File: src/rtl/pipelined_adder.sv
// pipelined_adder: N-bit add/subtract split into STAGES slices of W = N/STAGES
// bits. Each slice's carry is registered into the next stage, so the
// critical path is one W-bit ripple. Upper operand slices are delayed to
// meet their carry; lower result slices are delayed to meet the top slice.
// A single global enable advances or freezes the whole pipeline.
//
// Ports:
//   clk, rst_n           clock, async active-low reset
//   in_valid / in_ready  input handshake (in_ready = !out_valid | out_ready)
//   in1, in2             operands A, B (N bits)
//   carry_in             carry (add) / borrow (sub) into bit 0
//   sub                  0 = A + B + cin, 1 = A - B - borrow
//   out_valid/out_ready  output handshake
//   sum                  N-bit result
//   carry_out            raw carry out of bit N-1 (sub: 1 = no borrow)
//   overflow             two's-complement signed overflow

// One W-bit ripple slice: {co, s} = a + b + ci.
module pipelined_adder_slice #(
  parameter int W = 4
) (
  input  logic [W-1:0] a,
  input  logic [W-1:0] b,
  input  logic         ci,
  output logic [W-1:0] s,
  output logic         co
);
  logic [W:0] tot;

  assign tot = {1'b0, a} + {1'b0, b} + {{W{1'b0}}, ci};
  assign s   = tot[W-1:0];
  assign co  = tot[W];
endmodule

module pipelined_adder #(
  parameter int N      = 16,
  parameter int STAGES = 4
) (
  input  logic         clk,
  input  logic         rst_n,
  input  logic         in_valid,
  output logic         in_ready,
  input  logic [N-1:0] in1,
  input  logic [N-1:0] in2,
  input  logic         carry_in,
  input  logic         sub,
  output logic         out_valid,
  input  logic         out_ready,
  output logic [N-1:0] sum,
  output logic         carry_out,
  output logic         overflow
);
  localparam int W = N / STAGES;

  if (STAGES < 1 || STAGES > N || (N % STAGES) != 0) begin : g_param_err
    $error("pipelined_adder: STAGES must lie in 1..N and divide N exactly");
  end

  logic         en;
  logic [N-1:0] b_eff;
  logic         c0;

  // Subtract as A + ~B + ~borrow so a single adder serves both modes.
  assign b_eff    = sub ? ~in2 : in2;
  assign c0       = sub ? ~carry_in : carry_in;
  assign en       = !out_valid || out_ready;
  assign in_ready = en;

  // Stage s adds slice s. Its register holds the finished low result bits
  // [s*W+W-1:0], the carry out of slice s, and (except in the top stage)
  // the operand bits not yet consumed, re-based so the next slice is at bit 0.
  for (genvar s = 0; s < STAGES; s++) begin : g_stg
    localparam int LO = s * W;   // first result bit produced here
    localparam int HI = N - LO;  // operand bits still pending at stage input

    logic [HI-1:0]   a_in, b_in;
    logic            c_in, v_in;
    logic [W-1:0]    s_sl;
    logic            c_sl;
    logic [LO+W-1:0] sum_d, sum_q;
    logic            c_d, c_q;
    logic            vld_q;

    if (s == 0) begin : g_src
      assign a_in = in1;
      assign b_in = b_eff;
      assign c_in = c0;
      assign v_in = in_valid;
      always_comb sum_d = s_sl;
    end else begin : g_src
      assign a_in = g_stg[s-1].g_skew.a_q;
      assign b_in = g_stg[s-1].g_skew.b_q;
      assign c_in = g_stg[s-1].c_q;
      assign v_in = g_stg[s-1].vld_q;
      always_comb sum_d = {s_sl, g_stg[s-1].sum_q};
    end

    pipelined_adder_slice #(.W(W)) u_slice (
      .a  (a_in[W-1:0]),
      .b  (b_in[W-1:0]),
      .ci (c_in),
      .s  (s_sl),
      .co (c_sl)
    );

    always_comb c_d = c_sl;

    // Data registers load only with a valid transaction so a bubble never
    // disturbs the last result; the valid bit itself moves on every advance.
    always_ff @(posedge clk or negedge rst_n) begin
      if (!rst_n) begin
        vld_q <= 1'b0;
        sum_q <= '0;
        c_q   <= 1'b0;
      end else if (en) begin
        vld_q <= v_in;
        if (v_in) begin
          sum_q <= sum_d;
          c_q   <= c_d;
        end
      end
    end

    if (s < STAGES - 1) begin : g_skew
      logic [HI-W-1:0] a_d, a_q, b_d, b_q;

      always_comb begin
        a_d = a_in[HI-1:W];
        b_d = b_in[HI-1:W];
      end

      always_ff @(posedge clk or negedge rst_n) begin
        if (!rst_n) begin
          a_q <= '0;
          b_q <= '0;
        end else if (en && v_in) begin
          a_q <= a_d;
          b_q <= b_d;
        end
      end
    end else begin : g_top
      logic ovf_d, ovf_q;

      // Carry into the MSB is recovered as a^b^s at the MSB; for W=1 that
      // reduces to the registered carry entering this stage.
      always_comb ovf_d = c_sl ^ (a_in[W-1] ^ b_in[W-1] ^ s_sl[W-1]);

      always_ff @(posedge clk or negedge rst_n) begin
        if (!rst_n)          ovf_q <= 1'b0;
        else if (en && v_in) ovf_q <= ovf_d;
      end
    end
  end

  assign out_valid = g_stg[STAGES-1].vld_q;
  assign sum       = g_stg[STAGES-1].sum_q;
  assign carry_out = g_stg[STAGES-1].c_q;
  assign overflow  = g_stg[STAGES-1].g_top.ovf_q;
endmodule

File: config.mk
export PLATFORM = sky130hd
export DESIGN_NAME = pipelined_adder
export DESIGN_NICKNAME = d
export VERILOG_FILES = /design/src/rtl/pipelined_adder.sv
export SDC_FILE = /design/constraint.sdc
export NUM_CORES = 1
export LEC_CHECK = 0
export ABC_AREA = 1
export BUFFER_PORTS_ARGS = -buffer_cell sky130_fd_sc_hd__buf_2
export CAP_MARGIN = 20
export CORE_ASPECT_RATIO = 1.5
export CORE_MARGIN = 2
export CORE_UTILIZATION = 40
export CTS_BUF_LIST = sky130_fd_sc_hd__clkbuf_8
export DETAILED_ROUTE_END_ITERATION = 12
export PLACE_DENSITY_LB_ADDON = 0.05
export SYNTH_ARGS = -nofsm -noshare
export SYNTH_HDL_FRONTEND = slang
export SYNTH_SLANG_ARGS = --single-unit
File: constraint.sdc
create_clock -name clk -period 4.3 [get_ports clk]
set_clock_uncertainty 0.05 [all_clocks]
set_input_delay 0.86 -clock clk [delete_from_list [all_inputs] [get_ports clk]]
set_output_delay 0.86 -clock clk [all_outputs]
set_load 0.01 [all_outputs]
* After elaboration in Yosys (flattened, before gate mapping) *
Cells that the tools add are included.

storage, ports and cells
  flip-flop bits (word level) = 97
  bits of input ports = 38
  output and inout port bits = 20
  word-level logic and storage cells = 44

cells by class
  $add $sub $neg = 8
  muxes and demuxes = 2
  bitwise gates (word level) = 5
  reductions and logical operators = 10

operators by type and width
  operator                                count
  4-bit by 4-bit adder with 5-bit output  4
  5-bit by 1-bit adder with 5-bit output  4
  16-bit 2-to-1 mux                       1
  16-bit NOT                              1
  2-bit AND reduction                     4
  1-bit logical AND                       4
  1-bit bitwise XOR                       3
  1-bit zero test                         1
  1-bit logical OR                        1
  1-bit 2-to-1 mux                        1
  1-bit NOT                               1

* Depth between registers and ports, before layout *
Gate-level depths: netlist (run 1).

  depth after elaboration = 4
  depth in mapped cells = 11
  depth with buffers taken out = 9

* Modules after synthesis *
Synthesis (run 1) repeated with hierarchy kept, for this count alone.

second synthesis, totals
  cells, all modules = 532
  area, all modules = 4737.0 µm²

by module, submodules not included
  module                                        instances  cells each  area an instance (µm²)  seq. area each (µm²)
  pipelined_adder                               1          436         4091.4                  2427.3
  pipelined_adder_slice (g_stg[1].u_slice ...)  3          25          165.2                   0.0
  pipelined_adder_slice (g_stg[0].u_slice)      1          21          150.1                   0.0

* Worst setup path before layout (run 1) *
No wires, ideal clock.

  path kind = input-to-reg
  start = in sub
  end = reg g_stg[0].sum_q[2]
  setup time = 0.126 ns
  arrival time = 2.422 ns
  required time = 4.124 ns
  setup slack = 1.702 ns
  stages = 8
  path buffers = 2
  path through = buf_4 buf_4 xnor2_1 fa_1 fa_1 nor2_1 nand3b_1 o21ai_0

between the ends
  word-level cells in the longest chain between the ends = 3
  elaborated cells between the ends (all ways) = 4
  those cells by class = 2 x add/sub; 2 x mux

ends and longest elaborated chain
  what                                        RTL line  RTL
  start, declared                             46        input logic sub,
  16-bit 2-to-1 mux                           64        assign b_eff = sub ? ~in2 : in2;
  4-bit by 4-bit adder with 5-bit output      30        assign tot = {1'b0, a} + {1'b0, b} + {{W{1'b0}}, ci};
  5-bit by 1-bit adder with 5-bit output (*)  30
  end signal, assigned                        118       sum_q <= sum_d;
  end, declared                               80        logic [LO+W-1:0] sum_d, sum_q;

Every way passes the cells marked *; elsewhere a longest branch is shown, timed or not.
A chain may end at the register's enable or synchronous reset.

* Worst setup path after layout (run 1) *
Ends and elaborated chain as after synthesis.

==> results of run 1 <==
[cell usage after synthesis, types with 2 or more instances]
cell type and count:
o21ai_2 3, or2_2 2, nand3b_1 3, dfrtp_1 97
nand2_2 3, a21oi_1 6, nor2_1 12, ha_1 12
buf_6 2, inv_1 40, fa_1 8, inv_2 4
buf_4 3, xor2_1 2, buf_2 11, o21ai_0 60
nand3_1 14, xnor2_1 16, nand2_1 170
[state kept, by name (all words and copies together) (netlist names)]
| name | flops |
|---|---|
| carry_out | 1 |
| g_stg.c_q | 3 |
| g_stg.g_skew.a_q | 24 |
| g_stg.g_skew.b_q | 24 |
| g_stg.sum_q | 24 |
| g_stg.vld_q | 3 |
| out_valid | 1 |
| overflow | 1 |
| sum | 16 |
[layout make-up]
type,count,area (um2)
Inverter,45,171.4
Sequential cell,97,2427
Timing Repair Buffer,60,322.8
Multi-Input combinational cell,314,1668
Tap cell,144,180.2
Clock inverter,5,72.57
Clock buffer,10,137.6
Fill cell,1101,5610
[per-stage QoR]
| step | utilization, % | total power, W | std cells | worst slack [ns] |
|---|---|---|---|---|
| after floorplan | - | 0.002331 | 473 | 1.702 |
| after global placement | 44.85 | 0.002625 | 659 | 1.533 |
| after detailed placement | 44.85 | 0.002658 | 659 | 1.493 |
| after CTS | 46.83 | 0.003311 | 674 | 1.885 |
| after global routing | 47.02 | 0.003571 | 675 | 1.717 |
| final | 47.02 | 0.003255 | 675 | 1.901 |
[final timing paths]
path | start | endpoint | cells after the start
worst max-delay path | sub | g_stg[0].sum_q[2]$_DFFE_PN0P_ | 7
worst min-delay path | rst_n | sum[0]$_DFFE_PN0P_ | 1
worst max register to register | g_stg[2].c_q$_DFFE_PN0P_ | overflow$_DFFE_PN0P_ | 8
worst min register to register | sum[6]$_DFFE_PN0P_ | sum[6]$_DFFE_PN0P_ | 2
max in group asynchronous | rst_n | g_stg[1].vld_q$_DFFE_PN0N_ | 3
min in group clk | sum[6]$_DFFE_PN0P_ | sum[6]$_DFFE_PN0P_ | 2
[cell families (layout without fill, tap and decap cells)]
group | after synthesis | after routing
adders and majority gates | 20 | 20
DFF | 97 | 97
and+or+nand+nor | 206 | 206
xor gates and xnor gates | 18 | 18
buffers and inverters | 62 | 120
AOI/OAI and AO/OA | 70 | 70
[worst max-delay path: stages]
cell	delay, ns
buf_2	0.39
xnor2_1	0.16
fa_1	0.45
fa_1	0.39
nor2_1	0.14
nand3b_1	0.11
o21ai_0	0.08
[routing by layer]
layer | share of wire (%) | wire length [um]
met5 | 0 | 0
met3 | 3.6 | 287
met1 | 46 | 3742
met4 | 2.0 | 161
met2 | 48 | 3886
[power groups by stage]
stage	sequential (W)	combinational (W)	clock, W
3_3_place_gp	0.00148	0.00115	0
6_report	0.00147	0.00115	0.000634
3_5_place_dp	0.00149	0.00117	0
4_1_cts	0.00147	0.00118	0.000657
5_1_grt	0.00152	0.00136	0.000691
2_1_floorplan	0.00148	0.000849	0
==> impl_summary.md, run 1 <==
Outcome
The flow ran to the end, and the final reports show no timing, DRC or antenna violations.

Floorplanning
The total area inside the core boundary comes to 10,590 um2. The y dimension of the die is 132.0 um. The starting density of the core is 41.27%. The count of pins on the block boundary is 58. The die boundary width is 89.35 um. The row count is 46.

The die covers 11,800 um2.

Yosys
Sequential cells were found to cover 55.54% of the synthesized design area. The number of different library cells used by synthesis comes to 24. In the synthesized netlist the dominant register cell turns out to be dfrtp_1. In this run the biggest area consumer among cell types represents 55.54% of the synthesized area.

The main combinational cell family by area after synthesis is simple AND/OR/NAND/NOR gates. The cell count after synthesis came out at 473. The net count after synthesis is 531.

The basic-gate share of the synthesized area counting and, or, nand and nor cells is 19.18%. Counting flops and latches in the post-synthesis netlist gives 97. The mux cell area share after synthesis is 0%. The async set-reset flop share out of synthesis is 100.0%. The xor/xnor cell area share of the yosys netlist is 3.607%.

Yosys mapped a number of flops with a built-in enable equal to 0. The summed instance area of the synthesized netlist is 4370 um2. Averaged over all synthesized cells, the footprint is 9.240 um2. In the post-synthesis netlist, the biggest area contributors are dfrtp_1 56%, nand2_1 15%, o21ai_0 6.9%, fa_1 3.7%, ha_1 3.4%. dfrtp_1 takes more of the synthesized area than any other cell. Summing the areas of all compound-gate instances in the mapped netlist gives 8.274% of the synthesized area. The adder and majority gate portion of the synthesized area is 7.100%.

The total number of yosys warnings is 0.

Route
The number of DRC markers after the initial detailed-route iteration is 149. After detailed routing, the average wire length per cell comes to 11.97 um. The number of optimization iterations in the first detailed-route pass is 4. The post-detailed-route count of antenna-violating nets is 0.

After detailed routing, the number of vias per cell comes to 4.473. The aggregate routed wire length is 8.077 mm. The final route contains 3,019 vias.

After detailed routing, the number of remaining DRC violations is 0.

Global routing
Global routing used 2.880% of the available met3 tracks. The via count of the first global-routing pass is 2,893. The global-route met1 utilization is 20.64%. The pin count of the biggest net entering global routing is 81.

Across every metal layer, demand over resource in global routing totals 15.06%. The first global-routing pass estimated 13.95 mm of wire. The most heavily used metal layer in global routing is met2. The met2 capacity usage during global routing is 23.29%. The initial antenna violation count is 0. The leftover overflow at the end of global routing is 0.

Cells and area
Compared with the post-synthesis result, the final layout area differs by 13.94%. In the layout the commonest cells are 170 x nand2_1, 97 x dfrtp_1, 60 x o21ai_0, 56 x buf_2, 42 x inv_1. After routing the design area is 4980 um2.

The library cell used most frequently in the layout, excluding fill and tap cells, is nand2_1. Cells with a size suffix above 1 make up 16.57% of the layout. 0 antenna diodes ended up in the layout. At the end of the flow, the number of nets in the layout was 585.

CTS
The H-tree depth is 3. The clock slew at the register clock pins of the worst setup and hold paths is 0.09 ns. The number of clock sinks is 97.

The post-cts gate resize count is 0. The number of buffers added by the clock tree synthesis step is 9. The clock tree from TritonCTS is done. For this design, the CTS-stage hold fixing added 0 buffers.

Once the clock tree was built, the setup fixing pass inserted 0 buffers. The clock passes through at most 2 buffers. The tree is rooted in a clkbuf_8. The clock latency at the later pin of the worst-skew pair is 0.36 ns.

Power
VDD sags by at most 0.1795 mV. The power share of the combinational group is 35.5%. The power density of the placed cells is 653.7 nW/um2. The switching share of total power is 36.90%. The internal power of the cells is 0.002054 W. The static leakage is 2.602 nW. The share of power burned in registers is 45.1%.

The relative contribution of the clock network to total power is 19.5%. In this run the power spent charging and discharging nets is 0.001201 W.

Worst hold path
The class of the most critical hold timing path is primary input to async pin.

Place
The count of input and output buffers is 57. Routability-driven placement finished with a final weighted congestion of 0.7272. The detailed placement HPWL is 5.760 mm. The placed instances occupy a cell area of 4750 um2.

Timing
The final max-slew violation count is 0. The share of the clock period used by the worst path is 55.79%. The count of endpoints failing hold in the final timing report is 0. The smallest clock period supported by the final layout is computed as 2.399 ns. Timing would allow up to 416.8 MHz. The number of setup violations in the final report is 0. On the final layout, the worst hold slack is 0.4195 ns.

Setup repair after global routing left no endpoint under its margin. In this run the tightest slew margin relative to its limit is 60.59%. The sum of negative setup slack is 0 ns.

At the pin with the least slew margin, the transition time is 0.5891 ns.

Worst setup path
The category of the worst setup path launch point is a primary input. For flop-to-flop paths, the worst setup slack is 2.40 ns. The worst setup path is captured at a register. The worst path arrival time is 2.58 ns. Of all nets on the critical path, the largest fanout is 17. The path type of the worst setup path is primary input to register. STA puts the critical path data required time at 4.48 ns.

Run
The max-cap check violation count is 0.
No activity file was read; power rests on OpenSTA's default activity.
==> run 2, diff against run 1 <==
Clock period 4.3 ns to 2.21 ns, I/O delays scaled along.
==> impl_summary.md, run 2 (synthesis gave the netlist of run 1 again) <==
Outcome
The run finished with clean final reports.

Global routing
The via count of the first global-routing pass is 3,144. The initial antenna violation count was 0. The global-route wire length before repair is 14.69 mm. Entering global routing, the biggest net connects 36 pins. Summed over all layers, the global routing overflow is 0.

Across every metal layer, demand over resource in global routing totals 15.87%.

Power
The internal portion of the total power is 0.003943 W. The worst-case IR drop observed on VDD is 0.3695 mV. Summed over all nets, the switching power comes to 0.002366 W. The switching share of total power is 37.50%.

The relative contribution of the clock network to total power is 18.8%. The share of total power dissipated in sequential elements is 45.4%. The static leakage is 2.629 nW.

In this run the power density over the cells is 1254 nW/um2. The power share of the combinational group is 35.9%.

Worst setup path
In this run the number of cells on the critical path is 8. The logic depth of the worst register-to-register path is 8. The category of cells accounting for the largest share of critical-path delay is adder cells. At the worst endpoint, the required time is 2.42 ns. The most numerous cell on the critical path is nand2_1. The kind of end point of the critical path is a register. The combined buffer and inverter count along the critical path is 0. The category of the worst setup path launch point is a register. In this design, the stage delay of the slowest critical-path cell is 0.48 ns. Of all nets on the critical path, the largest fanout is 3.

In this run the critical register-to-register path is launched from g_stg[2].c_q$_DFFE_PN0P_. By startpoint and endpoint, the worst setup path is classified as register to register. The signal on the critical path passes through fa_1 > fa_1 > nand2_1 > nand2_1 > nand2_1 > nand2_1 > nand3_1 > nand2_1. The cell with the largest stage delay on the worst path is fa_1.

The endpoint identified for the worst register-to-register timing path is overflow$_DFFE_PN0P_. The register-to-register setup slack is 0.35 ns. The worst path arrival time is 2.08 ns.

Place
The final estimated routing congestion in global placement is 0.7687. The detailed placement HPWL is 6.144 mm. The count of input and output buffers is 57.

The post-placement setup slack is 0.1144 ns.

Cells and area
In the layout the commonest cells are 170 x nand2_1, 97 x dfrtp_1, 60 x o21ai_0, 56 x buf_2, 40 x inv_1. For this run, the share of the core covered by cells in the final layout is 47.50%. Leaving out fill and tap cells, the most frequent cell in the layout is nand2_1. The number of antenna diodes in the final layout is 0. For this run, the post-layout net count is 592. The synthesis-to-finish area growth is 15.09%. The share of cells above drive strength 1 is 18.00%. In the final layout, the registers with the most flip-flops are g_stg.g_skew.a_q (24), g_stg.g_skew.b_q (24), g_stg.sum_q (24).

Route
In this run, the number of DRC markers left after iteration 0 of detailed routing was 147. The first TritonRoute pass finished after 4 iterations. The remaining routing DRC violations is 0. Dividing the detail-routed wire length by the instance count gives 12.12 um.

The via count normalized by instance count is 4.476. The total via count after detailed routing is 3,057. The count of nets left with antenna violations once routing finished came out at 0. The aggregate routed wire length is 8.275 mm.

Worst hold path
The hold path depth is 3. The class of the most critical hold timing path is primary input to register. The sink of the worst hold path is g_stg[0].g_skew.a_q[0]$_DFFE_PN0P_. The launch point of the worst hold path is in1[4].

Timing
The count of endpoints failing hold in the final timing report is 0. The tightest slew margin relative to the limit is 69.44%. Setup repair after global routing left no endpoint under its margin. Adding up every negative setup slack in the final design gives 0 ns.

The share of the clock period used by the worst path is 84.30%. The slew of the pin with the lowest slew margin is 0.4585 ns. The final max-slew violation count was 0. The minimum clock period after layout is 1.863 ns. Setup violations remaining at the end of the flow were counted as 0. For this run, the top clock speed supported by timing is 536.8 MHz.

The smallest setup slack after layout is 0.3470 ns.

CTS
Clock-pin slew was measured on the worst setup and hold paths at 0.09 ns. The maximum clock path buffer count is 2. In this run, CTS created clock tree buffers numbering 9. After clock tree synthesis, the setup repair step added 0 buffers. Clock tree synthesis selected as its root buffer the cell clkbuf_8. TritonCTS built the clock tree. The post-cts gate resize count is 0. The clock latency at the later pin of the worst-skew pair is 0.37 ns.

The clock tree synthesis step divided the H-tree into 3 levels. The number of clock sinks is 97.

Floorplanning
The initial utilization of the core area, before any placement, comes to 41.27%. From bottom edge to top edge, the die measures 132.0 um. The region available for standard cell placement spans 10,590 um2.

In this run the count of I/O pins placed on the die edge is 58. The row count is 46. From left edge to right edge, the die measures 89.35 um.

The floorplan step defined a die boundary enclosing 11,800 um2.

Run
The max-cap check violation count is 0.
run 2: cell types whose count changed in the layout (fill, tap and decap cells not counted):
cell / delta
clkbuf_8: +1
clkinv_4: +1
inv_1: -2
buf_4: +6
dlygate4sd3_1: +1
clkinv_2: +2
bufinv_16: -1
run 2: area by class of cell:
cell class	count	area [um2]
Multi-Input combinational cell	314	1668
Inverter	45	171.4
Clock buffer	11	151.4
Sequential cell	97	2427
Clock inverter	5	53.80
Fill cell	1098	5560
Timing Repair Buffer	67	377.9
Tap cell	144	180.2
run 2: repair_timing:
| item | CTS | global route |
|---|---|---|
| endpoints found under the hold margin | 30 | 0 |
| hold buffers | 1 | 0 |
| setup endpoints to repair | 0 | 0 |
run 2: power groups by stage:
stage / Clock, W / Sequential (W) / Combinational, W
after global routing: 0.00130 / 0.00295 / 0.00271
after detailed placement: 0 / 0.00291 / 0.00232
after CTS: 0.00122 / 0.00287 / 0.00233
after floorplan: 0 / 0.00288 / 0.00165
final: 0.00118 / 0.00286 / 0.00226
after global placement: 0 / 0.00289 / 0.00226
run 2: how the worst max path moves through the flow:
| stage | endpoint | start |
|---|---|---|
| 2_1_floorplan | g_stg[0].sum_q[2]$_DFFE_PN0P_ | sub |
| 3_3_place_gp | g_stg[0].sum_q[2]$_DFFE_PN0P_ | sub |
| 3_5_place_dp | g_stg[0].sum_q[2]$_DFFE_PN0P_ | sub |
| 4_1_cts | overflow$_DFFE_PN0P_ | g_stg[2].c_q$_DFFE_PN0P_ |
| 5_1_grt | overflow$_DFFE_PN0P_ | g_stg[2].c_q$_DFFE_PN0P_ |
| 6_report | overflow$_DFFE_PN0P_ | g_stg[2].c_q$_DFFE_PN0P_ |
run 2: worst reg2reg max path, stage by stage (launching register included):
cell and delay (ns):
dfrtp_1 0.40, fa_1 0.48, fa_1 0.45, nand2_1 0.09
nand2_1 0.05, nand2_1 0.06, nand2_1 0.05, nand3_1 0.08
nand2_1 0.05
run 2: layer usage:
metal	track usage, %	routed length (um)
met5	0	0
met1	20.93	3864
met2	25.56	4030
met3	3.131	241
met4	5.887	138
run 2: per-stage QoR:
step           cells  hold WS [ns]  power (W)  cell area [um2]
3_5_place_dp     666        0.3796   0.005226             4815
4_1_cts          683        0.2022   0.006431             5030
6_report         683        0.2119   0.006308             5030
3_3_place_gp     666        0.3801   0.005148             4815
2_1_floorplan    473       0.09641   0.004536             4370
5_1_grt          683        0.2018   0.006964             5030
